## src/rtl/cmd_seq_pkg.sv

```systemverilog
// Shared types for the command-script player: FSM states, error codes and the
// default positive-acknowledge byte.
package cmd_seq_pkg;

    typedef enum logic [2:0] {
        IDLE      = 3'd0,
        SEND      = 3'd1,
        WAIT_SNT  = 3'd2,
        WAIT_RESP = 3'd3,
        CHECK     = 3'd4
    } seq_state_t;

    typedef enum logic [1:0] {
        ERR_NONE  = 2'd0,
        ERR_TMO   = 2'd1,
        ERR_NAK   = 2'd2,
        ERR_ABORT = 2'd3
    } seq_err_t;

    localparam logic [7:0] POS_ACK_DEF = 8'hA5;

endpackage

```

## src/rtl/cmd_seq_mem.sv

```systemverilog
// Script storage: DEPTH x CMD_W register file, one write port, one
// combinational read port, cleared by the asynchronous reset.
module cmd_seq_mem
    import cmd_seq_pkg::*;
#(
    parameter int CMD_W = 16,
    parameter int DEPTH = 8,
    parameter int AW    = $clog2(DEPTH)
) (
    input  logic             clk,
    input  logic             rst_n,
    input  logic             we,
    input  logic [AW-1:0]    waddr,
    input  logic [CMD_W-1:0] wdata,
    input  logic [AW-1:0]    raddr,
    output logic [CMD_W-1:0] rdata
);

    logic [CMD_W-1:0] mem_r [DEPTH];

    // Script entry write; reset empties the whole script
    always_ff @(posedge clk or negedge rst_n) begin
        if (!rst_n) begin
            for (int i = 0; i < DEPTH; i++) begin
                mem_r[i] <= '0;
            end
        end else if (we) begin
            mem_r[waddr] <= wdata;
        end
    end

    assign rdata = mem_r[raddr];

endmodule

```

## src/rtl/cmd_seq_player.sv

```systemverilog
// Replayable command-script player driving RemoteComm's cmd/snd_cmd handshake.
// Define CMD_SEQ_RETRY_EN to resend a timed-out or NAKed command once before flagging it.
module cmd_seq_player
    import cmd_seq_pkg::*;
#(
    parameter int                CMD_W   = 16,
    parameter int                RESP_W  = 8,
    parameter int                DEPTH   = 8,
    parameter int                TMO_W   = 24,
    parameter logic [TMO_W-1:0]  TIMEOUT = 24'd1000000,
    parameter logic [RESP_W-1:0] POS_ACK = POS_ACK_DEF
) (
    input  logic                       clk,
    input  logic                       rst_n,
    input  logic                       clr,
    input  logic                       load,
    input  logic [CMD_W-1:0]           load_cmd,
    output logic                       full,
    input  logic                       go,
    input  logic                       abort,
    output logic                       snd_cmd,
    output logic [CMD_W-1:0]           cmd,
    input  logic                       cmd_snt,
    input  logic                       resp_rdy,
    input  logic [RESP_W-1:0]          resp,
    output logic                       busy,
    output logic                       done,
    output logic                       err,
    output logic [1:0]                 err_code,
    output logic [$clog2(DEPTH)-1:0]   err_idx,
    output logic [$clog2(DEPTH):0]     n_cmds
);

    localparam int               AW       = $clog2(DEPTH);
    localparam logic [AW:0]      DEPTH_N  = (AW+1)'(DEPTH);
    localparam logic [AW:0]      N_ONE    = (AW+1)'(1'b1);
    localparam logic [AW-1:0]    IDX_ONE  = AW'(1'b1);
    localparam logic [TMO_W-1:0] TMO_ONE  = TMO_W'(1'b1);
    localparam logic [TMO_W-1:0] TMO_LAST = TIMEOUT - TMO_ONE;

    seq_state_t        state_r;
    seq_err_t          err_code_r;
    logic [AW-1:0]     idx_r;
    logic [AW-1:0]     err_idx_r;
    logic [AW:0]       n_cmds_r;
    logic [TMO_W-1:0]  tmo_r;
    logic [RESP_W-1:0] resp_r;
    logic [CMD_W-1:0]  cmd_r;
    logic              full_r;
    logic              snd_cmd_r;
    logic              busy_r;
    logic              done_r;
    logic              err_r;
    logic              we_s;
    logic              tmo_exp_s;
    logic [CMD_W-1:0]  rdata_s;
`ifdef CMD_SEQ_RETRY_EN
    logic              retry_r;
`endif

    // Script only changes while idle; clr beats a simultaneous load
    assign we_s      = (state_r == IDLE) && load && !clr && !full_r;
    assign tmo_exp_s = (tmo_r == TMO_LAST);

    cmd_seq_mem #(
        .CMD_W (CMD_W),
        .DEPTH (DEPTH),
        .AW    (AW)
    ) u_mem (
        .clk   (clk),
        .rst_n (rst_n),
        .we    (we_s),
        .waddr (n_cmds_r[AW-1:0]),
        .wdata (load_cmd),
        .raddr (idx_r),
        .rdata (rdata_s)
    );

    // Playback FSM with script bookkeeping, timeout counter and error capture
    always_ff @(posedge clk or negedge rst_n) begin
        if (!rst_n) begin
            state_r    <= IDLE;
            err_code_r <= ERR_NONE;
            idx_r      <= '0;
            err_idx_r  <= '0;
            n_cmds_r   <= '0;
            tmo_r      <= '0;
            resp_r     <= '0;
            cmd_r      <= '0;
            full_r     <= 1'b0;
            snd_cmd_r  <= 1'b0;
            busy_r     <= 1'b0;
            done_r     <= 1'b0;
            err_r      <= 1'b0;
`ifdef CMD_SEQ_RETRY_EN
            retry_r    <= 1'b0;
`endif
        end else begin
            snd_cmd_r <= 1'b0;
            done_r    <= 1'b0;
            if (abort && (state_r != IDLE)) begin
                state_r    <= IDLE;
                busy_r     <= 1'b0;
                err_r      <= 1'b1;
                err_code_r <= ERR_ABORT;
                err_idx_r  <= idx_r;
            end else begin
                case (state_r)
                    IDLE: begin
                        if (clr) begin
                            n_cmds_r <= '0;
                            full_r   <= 1'b0;
                        end else if (load && !full_r) begin
                            n_cmds_r <= n_cmds_r + N_ONE;
                            full_r   <= ((n_cmds_r + N_ONE) == DEPTH_N);
                        end
                        if (go) begin
                            if (n_cmds_r == '0) begin
                                done_r <= 1'b1;
                            end else begin
                                state_r    <= SEND;
                                busy_r     <= 1'b1;
                                idx_r      <= '0;
                                err_r      <= 1'b0;
                                err_code_r <= ERR_NONE;
                                err_idx_r  <= '0;
`ifdef CMD_SEQ_RETRY_EN
                                retry_r    <= 1'b0;
`endif
                            end
                        end
                    end
                    SEND: begin
                        snd_cmd_r <= 1'b1;
                        cmd_r     <= rdata_s;
                        tmo_r     <= '0;
                        state_r   <= WAIT_SNT;
                    end
                    // A response on the expiry cycle still counts as a response
                    WAIT_SNT, WAIT_RESP: begin
                        if (resp_rdy) begin
                            resp_r  <= resp;
                            state_r <= CHECK;
                        end else if (tmo_exp_s) begin
`ifdef CMD_SEQ_RETRY_EN
                            if (!retry_r) begin
                                retry_r <= 1'b1;
                                state_r <= SEND;
                            end else
`endif
                            begin
                                state_r    <= IDLE;
                                busy_r     <= 1'b0;
                                err_r      <= 1'b1;
                                err_code_r <= ERR_TMO;
                                err_idx_r  <= idx_r;
                            end
                        end else begin
                            tmo_r <= tmo_r + TMO_ONE;
                            if ((state_r == WAIT_SNT) && cmd_snt) begin
                                state_r <= WAIT_RESP;
                            end
                        end
                    end
                    CHECK: begin
                        if (resp_r == POS_ACK) begin
`ifdef CMD_SEQ_RETRY_EN
                            retry_r <= 1'b0;
`endif
                            if (({1'b0, idx_r} + N_ONE) == n_cmds_r) begin
                                done_r  <= 1'b1;
                                busy_r  <= 1'b0;
                                idx_r   <= '0;
                                state_r <= IDLE;
                            end else begin
                                idx_r   <= idx_r + IDX_ONE;
                                state_r <= SEND;
                            end
`ifdef CMD_SEQ_RETRY_EN
                        end else if (!retry_r) begin
                            retry_r <= 1'b1;
                            state_r <= SEND;
`endif
                        end else begin
                            state_r    <= IDLE;
                            busy_r     <= 1'b0;
                            err_r      <= 1'b1;
                            err_code_r <= ERR_NAK;
                            err_idx_r  <= idx_r;
                        end
                    end
                    default: begin
                        state_r <= IDLE;
                        busy_r  <= 1'b0;
                    end
                endcase
            end
        end
    end

    assign full     = full_r;
    assign snd_cmd  = snd_cmd_r;
    assign cmd      = cmd_r;
    assign busy     = busy_r;
    assign done     = done_r;
    assign err      = err_r;
    assign err_code = err_code_r;
    assign err_idx  = err_idx_r;
    assign n_cmds   = n_cmds_r;

endmodule

```

## config.mk

```make
export PLATFORM = sky130hd
export DESIGN_NAME = cmd_seq_player
export DESIGN_NICKNAME = d
export VERILOG_FILES = /design/src/rtl/cmd_seq_pkg.sv /design/src/rtl/cmd_seq_mem.sv /design/src/rtl/cmd_seq_player.sv
export SDC_FILE = /design/constraint.sdc
export NUM_CORES = 1
export LEC_CHECK = 0
export BUFFER_PORTS_ARGS = -buffer_cell sky130_fd_sc_hd__buf_4
export CORE_MARGIN = 2
export CORE_UTILIZATION = 50
export DETAILED_ROUTE_END_ITERATION = 10
export GPL_TIMING_DRIVEN = 0
export PLACE_DENSITY = 0.8
export SYNTH_ARGS = -nofsm -noshare
export SYNTH_HDL_FRONTEND = slang
export SYNTH_SLANG_ARGS = --single-unit
```

## constraint.sdc

```tcl
create_clock -name clk -period 2.2 [get_ports clk]
set_clock_uncertainty 0.05 [all_clocks]
set_input_delay 0.11 -clock clk [delete_from_list [all_inputs] [get_ports clk]]
set_output_delay 0.11 -clock clk [all_outputs]
set_load 0.02 [all_outputs]
```

==> metrics.csv, run 1 <==
metric,value,unit
run_status,finished with violations,
switching_share,32.2,%
clock_power_share,26.3,%
fp-row-count,49,
drv_cap,0,
fin_crit_sh,103,%
power_density,1020,nW/um^2
setup.worst_path.end_class,flip-flop,
crit_family,simple AND/OR/NAND/NOR gates,
syn_nets,731,
fin_tns_setup,-176,ps
cp_slowest_cell,or4_4,
finalPower,0.0114,W
grt_pass1_wl,34900,um
die_area,19300,um^2
max_freq,0.442,GHz
drive_gt1_share,31.7,%
fin_cells,1064,
worst-path-stages,8,
clock_sinks,196,
finalSetupViolCount,9,
place_hpwl,13500,um
pwr-share-seq,45.0,%
synth_top_area_share,53.9,%
grt_max_degree,83,
synth_enable_flop_cells,0,
ir_drop,669,uV
synth_area,9100,um^2
crit_fanout,7,
antenna_found_initial,0,
synth_top_cells_by_area,"dfrtp_1 (54%), mux2_1 (13%), mux4_2 (7.9%), mux2_2 (3.7%), nand2_1 (2.4%)",
critPathLaunchType,flip-flop,
r2r_end,tmo_r[0],
synthDistinctLibCells,62,
worstHoldPathType,in -> reg,
synth_ff_type,dfrtp_1,
ant_nets,0,
nNetsFinal,860,
slew_violations,0,
ys_async_sr_fraction,100,%
grt_pass1_vias,6547,
yosys_warnings,0,
grtUsageTotal,23.0,%
internal_power,0.00775,W
p_switching,0.00369,W
ioPinCount,62,
setup_slack,-60.9,ps
htreeDepth,4,
reg2reg_from,state_r[0],
gp_congestion,0.864,
n_antenna_cell,0,
yosysSeqAreaShare,53.9,%
clkSlewWorstSetupHoldPaths,70,ps
clkLatencyLatePin,440,ps
synthToLayoutAreaGrowth,23.5,%
layout_common_cells,"dfrtp_1 (191), mux2_1 (106), buf_4 (83)",
crit_chain,"or4b_4, inv_8, or4_4, o21ai_4, buf_6, buf_8, nor3_2, a21o_1",
worst_pin_slew,646,ps
crit_buf_inv,3,
routed_wl,21700,um
p_comb_share,28.7,%
hold_ws,105,ps
yosysTopAreaCell,dfrtp_1,
netlist_instances,694,
num-fill-cells,1297,
cts_buffer_depth,2,
final_util,62.7,%
wl_per_cell,20.4,um
period_needed,2260,ps
slew_headroom,57.0,%
vias,6343,
rrSetupSlack,-60,ps
ys_seq_elements,196,
core_area,17900,um^2
drc_errors,0,
first_iter_violations,509,
crit_type,reg -> reg,
arrival,2540,ps
hold_violations,0,
reg2reg_depth,8,
dp.cells,986,
failed_checks,setup timing,
p_leak,5.10,nW
rsz0062_at_grt,yes,
mostFrequentLayoutCell,dfrtp_1,
clockRootBuffer,clkbuf_16,
critPathMaxStageDelay,530,ps
endpoint,tmo_r[0],
required,2480,ps
dr.pass1.iters,6,
crit_start,state_r[0],
die_h,139,um
fp.dieW,139,um
syn-mean-instance-area,13.1,um^2
cts_buffers,17,
overflow,0,
initial_core_util,50.8,%
cts_tree,done,
avgViaCountPerCell,5.96,
portBuffers,61,
## power by group through the flow
stage	clock [W]	combinational (W)	sequential, W
floorplan	0	0.00176	0.00529
global placement	0	0.00289	0.00512
detailed placement	0	0.00301	0.00518
CTS	0.00304	0.00322	0.00512
global route	0.00319	0.00355	0.00527
finish	0.00301	0.00328	0.00515
## repair_timing
item / in CTS / in global routing
cloned: 5 / 0
hold buffers: 26 / 0
endpoints found under the hold margin: 264 / 0
pin swaps: 19 / 19
setup endpoints to repair: 163 / 124
setup buffers: 19 / 2
resized for setup: 49 / 51
## cell families after synthesis
group,share of synthesized area [%]
flops,53.9
simple gates,9.82
mux,25.1
compound gates,6.71
buf+inv,2.81
xor+xnor,0.963
fa+ha+maj,0.688
## sequential cells by signal, indices dropped and copies added (netlist names)
signal       flops
err_code         2
done             1
u_mem.mem_r    128
busy             1
err              1
n_cmds           4
idx_r            3
cmd             16
err_idx          3
tmo_r           24
snd_cmd          1
state_r          3
full             1
resp_r           8
## worst min-delay path by stage
stage / from / endpoint / depth (start not counted)
4_1_cts: cmd_snt / state_r[0] / 4
2_1_floorplan: rst_n / busy / 0
6_report: clr / n_cmds[2] / 5
3_5_place_dp: rst_n / cmd[1] / 1
3_3_place_gp: resp[1] / resp_r[1] / 2
5_1_grt: clr / n_cmds[2] / 5
## worst min-delay path: stages
cell	delay, ps
buf_4	100
nor4_4	50
and2_4	170
nand2_1	60
o21ai_0	60
## final cells by class
class,instances,area (um^2),share of cell area [%]
flip-flops and latches,196,4910,43.7
multi-input cells,446,4150,37.0
plain buffers,35,248,2.21
clock inverters,12,114,1.01
inverters,12,52.6,0.468
repair buffers,115,1010,9.00
clock buffers,19,453,4.03
well taps,229,287,2.55
## synth_stat cells (all sizes together) (2+ instances only)
cell type,number
dfrtp,196
mux2,136
nand2,60
nor2,39
mux4,32
buf,21
a31oi,19
clkbuf,19
o21ai,18
a21oi,14
inv,11
nand3,9
nor3,9
or4,9
nand4,8
or3,8
o31ai,7
xnor2,7
and3,6
ha,5
nand2b,5
nor4,5
a21o,4
a31o,4
a32o,4
o211ai,4
mux2i,3
o2111ai,3
xor2,3
a2111oi,2
a211o,2
a22o,2
nand4bb,2
nor2b,2
or3b,2
or4b,2
## stage by stage
step / instance area [um^2] / worst slack, ps
after global placement: 9840 / -496
after detailed placement: 9900 / -516
after floorplan: 9100 / 1.22
final: 11200 / -60.9
after global routing: 11200 / -118
after CTS: 11100 / -83.7
## layer usage
layer / GRT usage, % / part of all wire [%]
met2: 38.3 / 50
met1: 30.7 / 43
met3: 4.97 / 5.4
met5: 0 / 0
met4: 6.91 / 1.8
Note: power is estimated with default switching activity, not from simulation.
==> inputs of run 2 (changes only) <==
clock period = 1.85 ns   (was 2.2 ns; I/O delays follow)
==> run 2 against run 1 <==
The flow finishes with violations (hold timing, setup timing). Global-route usage increased by 4.7 points. First-iteration DRC count increased by 63%. Via count increased by 9.4%.
==> metrics.csv, run 2 (synthesized netlist as in run 1, its figures left out) <==
metric,value,unit,change
finalSetupViolCount,171,,was 9
portBuffers,61,,unchanged
clockRootBuffer,clkbuf_16,,unchanged
first_iter_violations,830,,was 509
grtUsageTotal,27.8,%,was 23.0%
slew_violations,0,,unchanged
fp.dieW,139,um,unchanged
n_antenna_cell,0,,unchanged
failed_checks,"hold timing, setup timing",,was setup timing
initial_core_util,50.8,%,unchanged
ant_nets,0,,unchanged
period_needed,2290,ps,was 2260 ps
cts_buffers,17,,unchanged
cts_buffer_depth,2,,unchanged
layout_common_cells,"dfrtp_1 (190), mux2_4 (122), buf_4 (91)",,"was dfrtp_1 (191), mux2_1 (106), buf_4 (83)"
die_area,19300,um^2,unchanged
setup.worst_path.end_class,flip-flop,,unchanged
hold_violations,1,,was 0
drive_gt1_share,49.1,%,was 31.7%
fp-row-count,49,,unchanged
grt_max_degree,127,,was 83
required,2160,ps,was 2480 ps
grt_pass1_wl,41500,um,was 34900 um
rsz0062_at_grt,yes,,unchanged
cts_tree,done,,unchanged
largest_reg_flops,128,,unchanged
htreeDepth,4,,unchanged
overflow,0,,unchanged
antenna_found_initial,0,,unchanged
p_leak,5.78,nW,was 5.10 nW
setup_slack,-435,ps,was -60.9 ps
clock_sinks,196,,unchanged
ir_drop,846,uV,was 669 uV
worst_pin_slew,686,ps,was 646 ps
worstHoldPathType,in -> reg,,unchanged
mostFrequentLayoutCell,dfrtp_1,,unchanged
max_freq,0.438,GHz,was 0.442 GHz
power_density,1220,nW/um^2,was 1020 nW/um^2
place_hpwl,13900,um,was 13500 um
clkLatencyLatePin,450,ps,was 440 ps
die_h,139,um,unchanged
drv_cap,0,,unchanged
dr.pass1.iters,6,,unchanged
nNetsFinal,897,,was 860
crit_type,reg -> reg,,unchanged
clkSlewWorstSetupHoldPaths,70,ps,about the same
routed_wl,27700,um,was 21700 um
grt_pass1_vias,7272,,was 6547
avgViaCountPerCell,6.30,,was 5.96
critPathLaunchType,flip-flop,,unchanged
crit_fanout,7,,unchanged
vias,6938,,was 6343
finalPower,0.0152,W,was 0.0114 W
drc_errors,0,,unchanged
fin_tns_setup,-30530,ps,was -176 ps
slew_headroom,54.3,%,was 57.0%
hold_ws,-35.9,ps,was 105 ps
place_ws,-614,ps,was -516 ps
ioPinCount,62,,unchanged
largest-register,u_mem.mem_r,,unchanged
final_util,69.7,%,was 62.7%
fin_crit_sh,124,%,was 103%
core_area,17900,um^2,unchanged
rrSetupSlack,-440,ps,was -60 ps
wl_per_cell,25.2,um,was 20.4 um
gp_congestion,0.935,,was 0.864
arrival,2600,ps,was 2540 ps
synthToLayoutAreaGrowth,37.1,%,was 23.5%
run_status,finished with violations,,unchanged
[run 2: cell count changes in the layout (fill, tap and decap cells not counted), moves of 5 or more]
| cell | previous run | this run |
|---|---|---|
| inv_8 | 5 | 0 |
| mux2_4 | 0 | 122 |
| buf_6 | 13 | 25 |
| buf_8 | 2 | 15 |
| mux2_1 | 106 | 0 |
| buf_4 | 83 | 91 |
| clkbuf_2 | 10 | 5 |
| clkbuf_16 | 17 | 24 |
| buf_12 | 0 | 9 |
| mux2_2 | 30 | 14 |
[run 2: worst paths after layout]
kind / from / end / depth (start not counted)
setup / recovery: state_r[1] / tmo_r[17] / 8
hold / removal: clr / n_cmds[0] / 4
setup reg to reg: state_r[1] / tmo_r[17] / 8
hold reg to reg: busy / busy / 1
max in group asynchronous: rst_n / u_mem.mem_r[83] / 3
min in group asynchronous: rst_n / u_mem.mem_r[48] / 2
[run 2: per-stage QoR]
| stage | instances | instance area, um^2 |
|---|---|---|
| 6_report | 1102 | 12500 |
| 4_1_cts | 1082 | 12100 |
| 5_1_grt | 1102 | 12500 |
| 2_1_floorplan | 694 | 9540 |
| 3_5_place_dp | 985 | 10300 |
| 3_3_place_gp | 984 | 10300 |
[run 2: what timing repair did]
item | CTS | global route
buffers inserted | 35 | 21
cloned | 7 | 5
pin swaps | 14 | 16
resized for setup | 166 | 53
endpoints found under the hold margin | 209 | 0
hold buffers | 26 | 0
setup endpoints to repair | 194 | 181
[run 2: worst max-delay path: stages (launching register included)]
cell and delay [ps]:
dfrtp_2 460, or4b_4 580, inv_4 110, or4_4 130, o21ai_4 100, buf_6 160
buf_4 140, or3_1 320, a21oi_1 160
[run 2: final cells by class]
cell class | instances | area [um^2]
plain buffers | 33 | 418
clock buffers | 18 | 439
clock inverters | 14 | 103
fillers | 1109 | 5430
inverters | 12 | 53.8
multi-input cells | 446 | 4740
flip-flops and latches | 196 | 4910
well taps | 229 | 287
repair buffers | 154 | 1520
[run 2: where the power goes]
| group | internal, W | leakage, nW | switching [W] |
|---|---|---|---|
| Clock | 0.00177 | 0.260 | 0.00175 |
| Sequential | 0.00547 | 2.56 | 0.000827 |
| Combinational | 0.00296 | 2.96 | 0.00240 |
| Total | 0.0102 | 5.78 | 0.00498 |
[run 2: routing by layer]
layer / part of all wire (%) / track usage, %
met5: 0 / 0
met4: 4.3 / 12.5
met3: 6.3 / 5.66
met2: 49 / 44.4
met1: 40 / 37.0
==> inputs of run 3 (changes only) <==
PLACE_DENSITY = 0.77   (was 0.8)
SETUP_SLACK_MARGIN = 0.3   (was not set)
clock period = 2.2 ns   (was 1.85 ns; I/O delays follow)
==> run 3 against run 2 <==
The run ends with setup timing left. Combinational power down 14%. Via count up 0.40%. Count of clock-buffer cells in the layout up 1. Setup slack better by 380 ps. Clock power down 8.2%.
==> metrics.csv, run 3 (synthesized netlist as in run 1, its figures left out) <==
metric,value,unit,change
grtUsageTotal,27.7,%,was 27.8%
n_antenna_cell,0,,unchanged
layout_common_cells,"dfrtp_1 (193), mux2_4 (128), buf_4 (97)",,"was dfrtp_1 (190), mux2_4 (122), buf_4 (91)"
slew_violations,0,,unchanged
dp.cells,985,,unchanged
placed_area,10200,um^2,was 10300 um^2
clock_sinks,196,,unchanged
switching_share,32.3,%,was 32.8%
nNetsFinal,917,,was 897
portBuffers,61,,unchanged
initial_core_util,50.8,%,unchanged
grt_pass1_wl,41300,um,was 41500 um
finalSetupViolCount,21,,was 171
reg2reg_depth,8,,unchanged
final_util,72.3,%,was 69.7%
failed_checks,setup timing,,"was hold timing, setup timing"
clkSlewWorstSetupHoldPaths,70,ps,about the same
fin_cells,1122,,was 1102
fp-row-count,49,,unchanged
period_needed,2260,ps,was 2290 ps
clockRootBuffer,clkbuf_16,,unchanged
ioPinCount,62,,unchanged
required,2530,ps,was 2160 ps
die_area,19300,um^2,unchanged
setup.worst_path.end_class,flip-flop,,unchanged
p_leak,6.03,nW,was 5.78 nW
hold_violations,0,,was 1
power_density,1020,nW/um^2,was 1220 nW/um^2
cts_tree,done,,unchanged
die_h,139,um,unchanged
fp.dieW,139,um,unchanged
hold_ws,15.0,ps,was -35.9 ps
clock_power_share,24.6,%,was 23.2%
htreeDepth,4,,unchanged
whs_path_depth,4,,unchanged
crit_type,reg -> reg,,unchanged
fin_crit_sh,103,%,was 124%
finalPower,0.0132,W,was 0.0152 W
core_area,17900,um^2,unchanged
worst_pin_slew,636,ps,was 686 ps
ant_nets,0,,unchanged
run_status,finished with violations,,unchanged
max_freq,0.443,GHz,was 0.438 GHz
pwr-share-seq,40.2,%,was 41.5%
setup_slack,-59.5,ps,was -435 ps
p_switching,0.00425,W,was 0.00498 W
fin_area,12900,um^2,was 12500 um^2
slew_headroom,57.6,%,was 54.3%
routed_wl,27400,um,was 27700 um
cts_buffers,17,,unchanged
overflow,0,,unchanged
drive_gt1_share,51.6,%,was 49.1%
crit_fanout,6,,was 7
place_hpwl,14900,um,was 13900 um
ir_drop,765,uV,was 846 uV
p_comb_share,35.2,%,was 35.3%
rsz0062_at_grt,yes,,unchanged
synthToLayoutAreaGrowth,42.3,%,was 37.1%
gp_congestion,0.882,,was 0.935
grt_pass1_vias,7267,,was 7272
cts_buffer_depth,2,,unchanged
dr.pass1.iters,5,,was 6
critPathLaunchType,flip-flop,,unchanged
largest_reg_flops,128,,unchanged
largest-register,u_mem.mem_r,,unchanged
worstHoldPathType,in -> reg,,unchanged
drv_cap,0,,unchanged
internal_power,0.00890,W,was 0.0102 W
mostFrequentLayoutCell,dfrtp_1,,unchanged
antenna_found_initial,0,,unchanged
wl_per_cell,24.5,um,was 25.2 um
vias,6966,,was 6938
avgViaCountPerCell,6.21,,was 6.30
arrival,2590,ps,was 2600 ps
clkLatencyLatePin,440,ps,was 450 ps
drc_errors,0,,unchanged
first_iter_violations,698,,was 830
grt_max_degree,129,,was 127
[run 3: changes by cell type in the layout (fill, tap and decap cells not counted), sizes merged]
cell	delta
buf	+13
clkbuf	+8
clkinv	+1
inv	-1
clkinvlp	-3
bufinv	+2
[run 3: power by group through the flow]
stage | Combinational [W] | Clock [W] | Sequential [W]
after floorplan | 0.00198 | 0 | 0.00530
after global placement | 0.00313 | 0 | 0.00512
after detailed placement | 0.00327 | 0 | 0.00523
after CTS | 0.00422 | 0.00324 | 0.00521
after global routing | 0.00488 | 0.00342 | 0.00536
final | 0.00463 | 0.00323 | 0.00529
[run 3: layout make-up]
| class | count | area (um^2) |
|---|---|---|
| plain buffers | 40 | 499 |
| fillers | 1093 | 4960 |
| repair buffers | 167 | 1680 |
| well taps | 229 | 287 |
| clock buffers | 19 | 443 |
| clock inverters | 13 | 166 |
| multi-input cells | 446 | 4900 |
| inverters | 12 | 56.3 |
| flip-flops and latches | 196 | 4910 |
[run 3: path summary, 6_finish.rpt]
check	end	slack [ps]	from
max	tmo_r[20]	-60	state_r[1]
min	n_cmds[0]	20	clr
max reg2reg	tmo_r[20]	-60	state_r[1]
min reg2reg	u_mem.mem_r[0]	460	u_mem.mem_r[0]
max in group asynchronous	u_mem.mem_r[38]	980	rst_n
min in group asynchronous	n_cmds[0]	160	rst_n
[run 3: per-layer routing]
metal / share of wire [%] / vias to the layer above / track usage [%]
li1: - / 2941 / -
met1: 39 / 3645 / 36.7
met2: 52 / 318 / 46.5
met3: 6.1 / 62 / 5.11
met4: 2.9 / 0 / 9.78
met5: 0 / - / 0
[run 3: worst max-delay path: stages (launching register included)]
cell	delay, ps
dfrtp_2	460
or4b_4	510
buf_8	160
inv_8	50
or4_4	120
o21ai_4	90
buf_4	160
or4_4	470
a21oi_2	120
[run 3: metrics by stage]
stage               TNS (ps)  setup WS [ps]
finish                  -350          -59.5
global route           -2600           -122
CTS                    -86.8          -20.7
detailed placement    -18030           -321
global placement      -50510           -343
floorplan                  0            131
[run 3: what timing repair did]
item | CTS | global route
buffers inserted | 50 | 18
hold buffers | 26 | 0
endpoints found under the hold margin | 206 | 0
gates cloned | 7 | 4
resized for setup | 221 | 66
setup endpoints to repair | 195 | 186
pin swaps | 34 | 35
